**src/rtl/page_cmd_queue.sv**
```systemverilog
`default_nettype none
// ============================================================================
// Module      : page_cmd_queue
// Description : Buffers page ADD/DEL commands and issues them one at a time to
//               the page map, holding each until the map reports completion.
//               Optional watchdog on the map handshake: PAGE_CMD_TIMEOUT_EN.
// Revision    : 1.0 - initial release
// ============================================================================
module page_cmd_queue #(
    parameter int DEPTH   = 8,
    parameter int TIMEOUT = 64
) (
    input  logic                   clk200,
    input  logic                   a8_rst,
    input  logic                   cmd_wr,
    input  logic [1:0]             cmd_op,
    input  logic [7:0]             cmd_from,
    input  logic [7:0]             cmd_size,
    output logic                   cmd_full,
    output logic [$clog2(DEPTH):0] cmd_count,
    input  logic                   map_valid,
    output logic [1:0]             op,
    output logic [7:0]             from,
    output logic [7:0]             size,
    output logic                   busy,
    output logic [7:0]             drop_cnt,
    output logic                   timeout_err
);

    localparam int c_AW = $clog2(DEPTH);
    localparam int c_CW = c_AW + 1;

    localparam logic [1:0] c_OP_NONE = 2'd0;
    localparam logic [1:0] c_OP_ADD  = 2'd1;
    localparam logic [1:0] c_OP_DEL  = 2'd2;

    typedef enum logic [1:0] {
        S_IDLE      = 2'd0,
        S_ISSUE     = 2'd1,
        S_WAIT_BUSY = 2'd2,
        S_WAIT_DONE = 2'd3
    } state_t;

    state_t          r_state;
    state_t          w_state_nxt;

    logic [17:0]     r_mem [DEPTH];
    logic [c_AW-1:0] r_wr_ptr;
    logic [c_AW-1:0] r_rd_ptr;
    logic [c_CW-1:0] r_count;
    logic [c_CW-1:0] w_count_nxt;
    logic            r_full;

    logic [1:0]      r_op;
    logic [7:0]      r_from;
    logic [7:0]      r_size;
    logic [7:0]      r_drop;

    logic            w_op_ok;
    logic            w_push;
    logic            w_pop;
    logic            w_reject;
    logic [8:0]      w_sum;
    logic [7:0]      w_size_clip;
    logic [17:0]     w_head;

`ifdef PAGE_CMD_TIMEOUT_EN
    localparam int c_TW = $clog2(TIMEOUT + 1);
    logic [c_TW-1:0] r_to_cnt;
    logic            r_to_err;
    logic            w_timeout;
`endif

    // ------------------------------------------------------------------
    // Write acceptance and clipping
    // ------------------------------------------------------------------
    assign w_op_ok  = (cmd_op == c_OP_ADD) | (cmd_op == c_OP_DEL);
    assign w_push   = cmd_wr & w_op_ok & (cmd_size != 8'd0) & ~r_full;
    assign w_reject = cmd_wr & w_op_ok & ((cmd_size == 8'd0) | r_full);
    assign w_sum    = {1'b0, cmd_from} + {1'b0, cmd_size};
    // Clipping only happens with from >= 2, so 0-from (mod 256) equals 256-from.
    assign w_size_clip = (w_sum > 9'd256) ? (8'd0 - cmd_from) : cmd_size;

    assign w_head = r_mem[r_rd_ptr];

    always_comb begin
        w_count_nxt = r_count;
        case ({w_push, w_pop})
            2'b10:   w_count_nxt = r_count + c_CW'(1);
            2'b01:   w_count_nxt = r_count - c_CW'(1);
            default: w_count_nxt = r_count;
        endcase
    end

    always_ff @(posedge clk200) begin
        if (w_push) begin
            r_mem[r_wr_ptr] <= {cmd_op, cmd_from, w_size_clip};
        end
    end

    always_ff @(posedge clk200) begin
        if (a8_rst) begin
            r_wr_ptr <= '0;
            r_rd_ptr <= '0;
            r_count  <= '0;
            r_full   <= 1'b0;
        end else begin
            if (w_push) begin
                r_wr_ptr <= r_wr_ptr + c_AW'(1);
            end
            if (w_pop) begin
                r_rd_ptr <= r_rd_ptr + c_AW'(1);
            end
            r_count <= w_count_nxt;
            r_full  <= (w_count_nxt == c_CW'(DEPTH));
        end
    end

    always_ff @(posedge clk200) begin
        if (a8_rst) begin
            r_drop <= 8'd0;
        end else if (w_reject && (r_drop != 8'hFF)) begin
            r_drop <= r_drop + 8'd1;
        end
    end

    // ------------------------------------------------------------------
    // Issue FSM
    // ------------------------------------------------------------------
    always_ff @(posedge clk200) begin
        if (a8_rst) begin
            r_state <= S_IDLE;
        end else begin
            r_state <= w_state_nxt;
        end
    end

    always_comb begin
        w_state_nxt = r_state;
        w_pop       = 1'b0;
`ifdef PAGE_CMD_TIMEOUT_EN
        w_timeout   = 1'b0;
`endif
        case (r_state)
            S_IDLE: begin
                if ((r_count != '0) && map_valid) begin
                    w_pop       = 1'b1;
                    w_state_nxt = S_ISSUE;
                end
            end
            S_ISSUE: begin
                w_state_nxt = S_WAIT_BUSY;
            end
            S_WAIT_BUSY: begin
                if (!map_valid) begin
                    w_state_nxt = S_WAIT_DONE;
                end
`ifdef PAGE_CMD_TIMEOUT_EN
                else if (r_to_cnt == c_TW'(TIMEOUT - 1)) begin
                    w_timeout   = 1'b1;
                    w_state_nxt = S_IDLE;
                end
`endif
            end
            S_WAIT_DONE: begin
                if (map_valid) begin
                    w_state_nxt = S_IDLE;
                end
            end
            default: w_state_nxt = S_IDLE;
        endcase
    end

    // from/size stay loaded until the next pop so the map sees a stable run.
    always_ff @(posedge clk200) begin
        if (a8_rst) begin
            r_op   <= c_OP_NONE;
            r_from <= 8'd0;
            r_size <= 8'd0;
        end else if (w_pop) begin
            r_op   <= w_head[17:16];
            r_from <= w_head[15:8];
            r_size <= w_head[7:0];
        end else if (r_state == S_ISSUE) begin
            r_op   <= c_OP_NONE;
        end
    end

`ifdef PAGE_CMD_TIMEOUT_EN
    always_ff @(posedge clk200) begin
        if (a8_rst || (r_state != S_WAIT_BUSY)) begin
            r_to_cnt <= '0;
        end else begin
            r_to_cnt <= r_to_cnt + c_TW'(1);
        end
    end

    always_ff @(posedge clk200) begin
        if (a8_rst) begin
            r_to_err <= 1'b0;
        end else if (w_timeout) begin
            r_to_err <= 1'b1;
        end
    end

    assign timeout_err = r_to_err;
`else
    assign timeout_err = 1'b0;
`endif

    assign cmd_full  = r_full;
    assign cmd_count = r_count;
    assign op        = r_op;
    assign from      = r_from;
    assign size      = r_size;
    assign drop_cnt  = r_drop;
    assign busy      = (r_state != S_IDLE) | (r_count != '0);

endmodule
`default_nettype wire

```
**config.mk**
```make
export PLATFORM = sky130hd
export DESIGN_NAME = page_cmd_queue
export DESIGN_NICKNAME = d
export VERILOG_FILES = /design/src/rtl/page_cmd_queue.sv
export SDC_FILE = /design/constraint.sdc
export NUM_CORES = 1
export LEC_CHECK = 0
export CAP_MARGIN = 20
export CORE_MARGIN = 2
export CORE_UTILIZATION = 50
export CTS_CLUSTER_DIAMETER = 50
export CTS_CLUSTER_SIZE = 16
export DETAILED_ROUTE_END_ITERATION = 12
export PLACE_DENSITY_LB_ADDON = 0.12
export SYNTH_ARGS = -nofsm -noshare
export SYNTH_HDL_FRONTEND = slang
export SYNTH_SLANG_ARGS = --single-unit
```
**constraint.sdc**
```tcl
create_clock -name clk200 -period 8.2 [get_ports clk200]
set_input_delay 2.46 -clock clk200 [delete_from_list [all_inputs] [get_ports clk200]]
set_output_delay 2.46 -clock clk200 [all_outputs]
set_load 0.01 [all_outputs]
```
==> flow_summary_export.csv <==
group,metric,value,unit
outcome,outcome,"finished clean",
grt,antenna_found_initial,0,
clocking,cts_tree,"yes",
yosys,synthFlopType,"edfxtp_1",
sta,rsz0062_at_grt,"false",
sta,fmax,0.178,GHz
sta,fin_crit,5.62,ns
cells_and_area,final_layout_size_suffix_gt1_share,17.8,%
clocking,cts_sinks,186,
power,p_clk_share,30.9,%
critical_path,worst-setup-path-type,"in2reg",
grt,grt_pass1_vias,4265,
cells_and_area,final_cell_mix,"edfxtp_1 (144), clkdlybuf4s50_1 (53), nor2_1 (49), dfxtp_1 (41), mux4_2 (36)",
sta,finalSetupViolCount,0,
sta,skew,0.00776,ns
floorplan,fp-row-count,45,
yosys,syn_inst,475,
grt,grt_pass1_wl,23900,um
detailed_routing,drc,0,
grt,busiest_layer,"met2",
sta,post-route-period-util,68.5,%
yosys,synthArstFlopShare,0,%
power,internal_power,1.78,mW
yosys,synth_nets,518,
grt,grt_max_degree,42,
worst_hold_path,holdCritStartpoint,"size[4]$_SDFFE_PP0P_",
floorplan,fp.dieH,128,um
power,pwr-share-seq,46.3,%
floorplan,die-area,0.0165,sq mm
critical_path,cp.required,8.35,ns
clocking,cts-root-buf,"clkbuf_16",
floorplan,initial_core_util,51.1,%
cells_and_area,final_nets,581,
critical_path,reg2reg_from,"cmd_count[1]$_SDFF_PP0_",
floorplan,die_w,128,um
clocking,cts_hold_buf,0,
yosys,synthTopCellsByArea,"edfxtp_1 (56%), dfxtp_1 (11%), mux4_2 (10%)",
yosys,synth-seq-area-share,66.7,%
cells_and_area,fillCellCount,1164,
detailed_routing,firstDrtPassIters,4,
worst_hold_path,hold_class,"reg2reg",
grt,met1_usage,28.4,%
critical_path,cp.arrival,5.77,ns
cells_and_area,areaGrowthSynthToFinish,17.2,%
clocking,cts_setup_buffers,0,
power,p_sw,0.647,mW
power,power_density,268,mW/mm^2
floorplan,core,0.0151,sq mm
yosys,synth-warning-count,0,
cells_and_area,n_antenna_cell,0,
grt,use_met2,31.4,%
grt,grtUsageTotal,20.0,%
clocking,ctsResizeCount,0,
job,drv_cap,0,
detailed_routing,ant_nets,0,
yosys,yosysUniqueCellTypes,42,
clocking,clock_latency,0.43,ns
power,switching_share,26.6,%
placement,gp_congestion,0.836,
power,power_leakage,2.99,nW
grt,met3_usage,3.99,%
detailed_routing,vias_per_cell,5.72,
sta,tightest_slew,0.760,ns
sta,timing.slew.headroom,49.3,%
detailed_routing,drt_iter0_markers,395,
power,peakVddDrop,0.159,mV
critical_path,start_kind,"input port",
sta,fin_setup_tns,0,ns
placement,dp_hpwl,8950,um
cells_and_area,layout_commonest_cell,"edfxtp_1",
yosys,netlist_area,0.00774,sq mm
clocking,clockBufferDepth,2,
critical_path,setup.worst_path.start,"cmd_from[0]",
placement,port_buffers,53,
clocking,htreeDepth,4,
sta,finalMaxSlewViolations,0,
yosys,synth_edf_count,144,
grt,grt_overflow,0,
clocking,clk_pin_slew,0.06,ns
detailed_routing,vias,4226,
sta,finalHoldViolCount,0,
floorplan,pin_count,55,
power,comb_power_share,22.9,%
critical_path,crit_path_end_kind,"register",
yosys,ys_ff_latch,186,
cells_and_area,final_core_util,59.9,%
yosys,yosys.area.top_type,"edfxtp_1",
detailed_routing,wl,15100,um
yosys,avgSynthCellArea,16.3,sq um
critical_path,crit_fanout,12,
detailed_routing,wire_per_inst,20.5,um
yosys,synth_top_area_share,55.9,%
clocking,cts_made_buffers,17,
cell usage after synthesis, types with 7 or more instances:
cell	instances
nor3_1	7
mux2i_1	24
ha_1	20
a211oi_1	18
nand2_1	15
dfxtp_1	42
clkbuf_1	16
mux4_2	36
mux2_2	10
a21oi_1	10
nor2_1	50
xnor2_1	11
xor2_1	14
edfxtp_1	144
critical path: stages:
cell and delay [ns]:
clkdlybuf4s50_1 0.61, ha_1 0.34, fa_1 0.42, a21o_1 0.23, a221oi_2 0.27, xor2_1 0.18, nand2_1 0.10, o41ai_4 0.67
mux2_2 0.49
power groups by stage:
| stage | Sequential, mW | Clock, mW | Combinational, mW |
|---|---|---|---|
| after floorplan | 1.15 | 0 | 0.367 |
| after global placement | 1.14 | 0 | 0.555 |
| after detailed placement | 1.15 | 0 | 0.565 |
| after CTS | 1.13 | 0.767 | 0.567 |
| after global routing | 1.13 | 0.804 | 0.616 |
| final | 1.12 | 0.751 | 0.556 |
per-layer routing:
metal	part of all wire, %	wire, um
met5	0	0
met4	1.3	200
met3	5.2	783
met2	47	7050
met1	47	7080
per-stage QoR:
step	area, sq um	instances	hold slack (ns)	setup slack (ns)	power (mW)
after floorplan	7740	475	0.485	3.23	1.52
after global placement	8530	707	0.484	2.18	1.70
after detailed placement	8530	707	0.493	2.16	1.71
after CTS	9070	739	0.502	2.60	2.46
after global routing	9070	739	0.525	2.38	2.55
final	9070	739	0.500	2.58	2.43
cell type report:
cell class              count  area, sq um  area share (%)
flip-flops and latches    186         5170            56.9
multi-input cells         261         2480            27.3
repair buffers             66          628            6.92
clock buffers              22          475            5.24
well taps                 188          235            2.59
clock inverters            10         65.1           0.717
inverters                   6         22.5           0.248
logic make-up after synthesis:
group                    after synthesis  synth area share [%]
AO/OA/AOI/OAI                         44                  4.40
adder cells (fa/ha/maj)               21                  3.49
other                                  1                0.0485
flip-flops                           186                  66.7
XOR/XNOR                              25                  2.83
AND/OR/NAND/NOR                      100                  6.01
buffers and inverters                 28                  1.45
multiplexers                          70                  15.0
flip-flops by register name, summed over array words and instances, names as in the netlist, named ones only:
| signal | count |
|---|---|
| op | 2 |
| cmd_count | 4 |
| r_rd_ptr | 3 |
| cmd_full | 1 |
| size | 8 |
| r_mem | 144 |
| r_wr_ptr | 3 |
| drop_cnt | 8 |
| from | 8 |
| r_state | 2 |
worst paths after layout:
check                               end  slack [ns]  cells past startpoint
setup / recovery  r_mem[3][0]$_DFFE_PP_        2.58                      9
setup reg to reg    cmd_full$_SDFF_PP0_        5.18                     11
hold / removal     size[4]$_SDFFE_PP0P_        0.50                      2
hold reg to reg    size[4]$_SDFFE_PP0P_        0.50                      2
No activity file was read; power rests on OpenSTA's default activity.
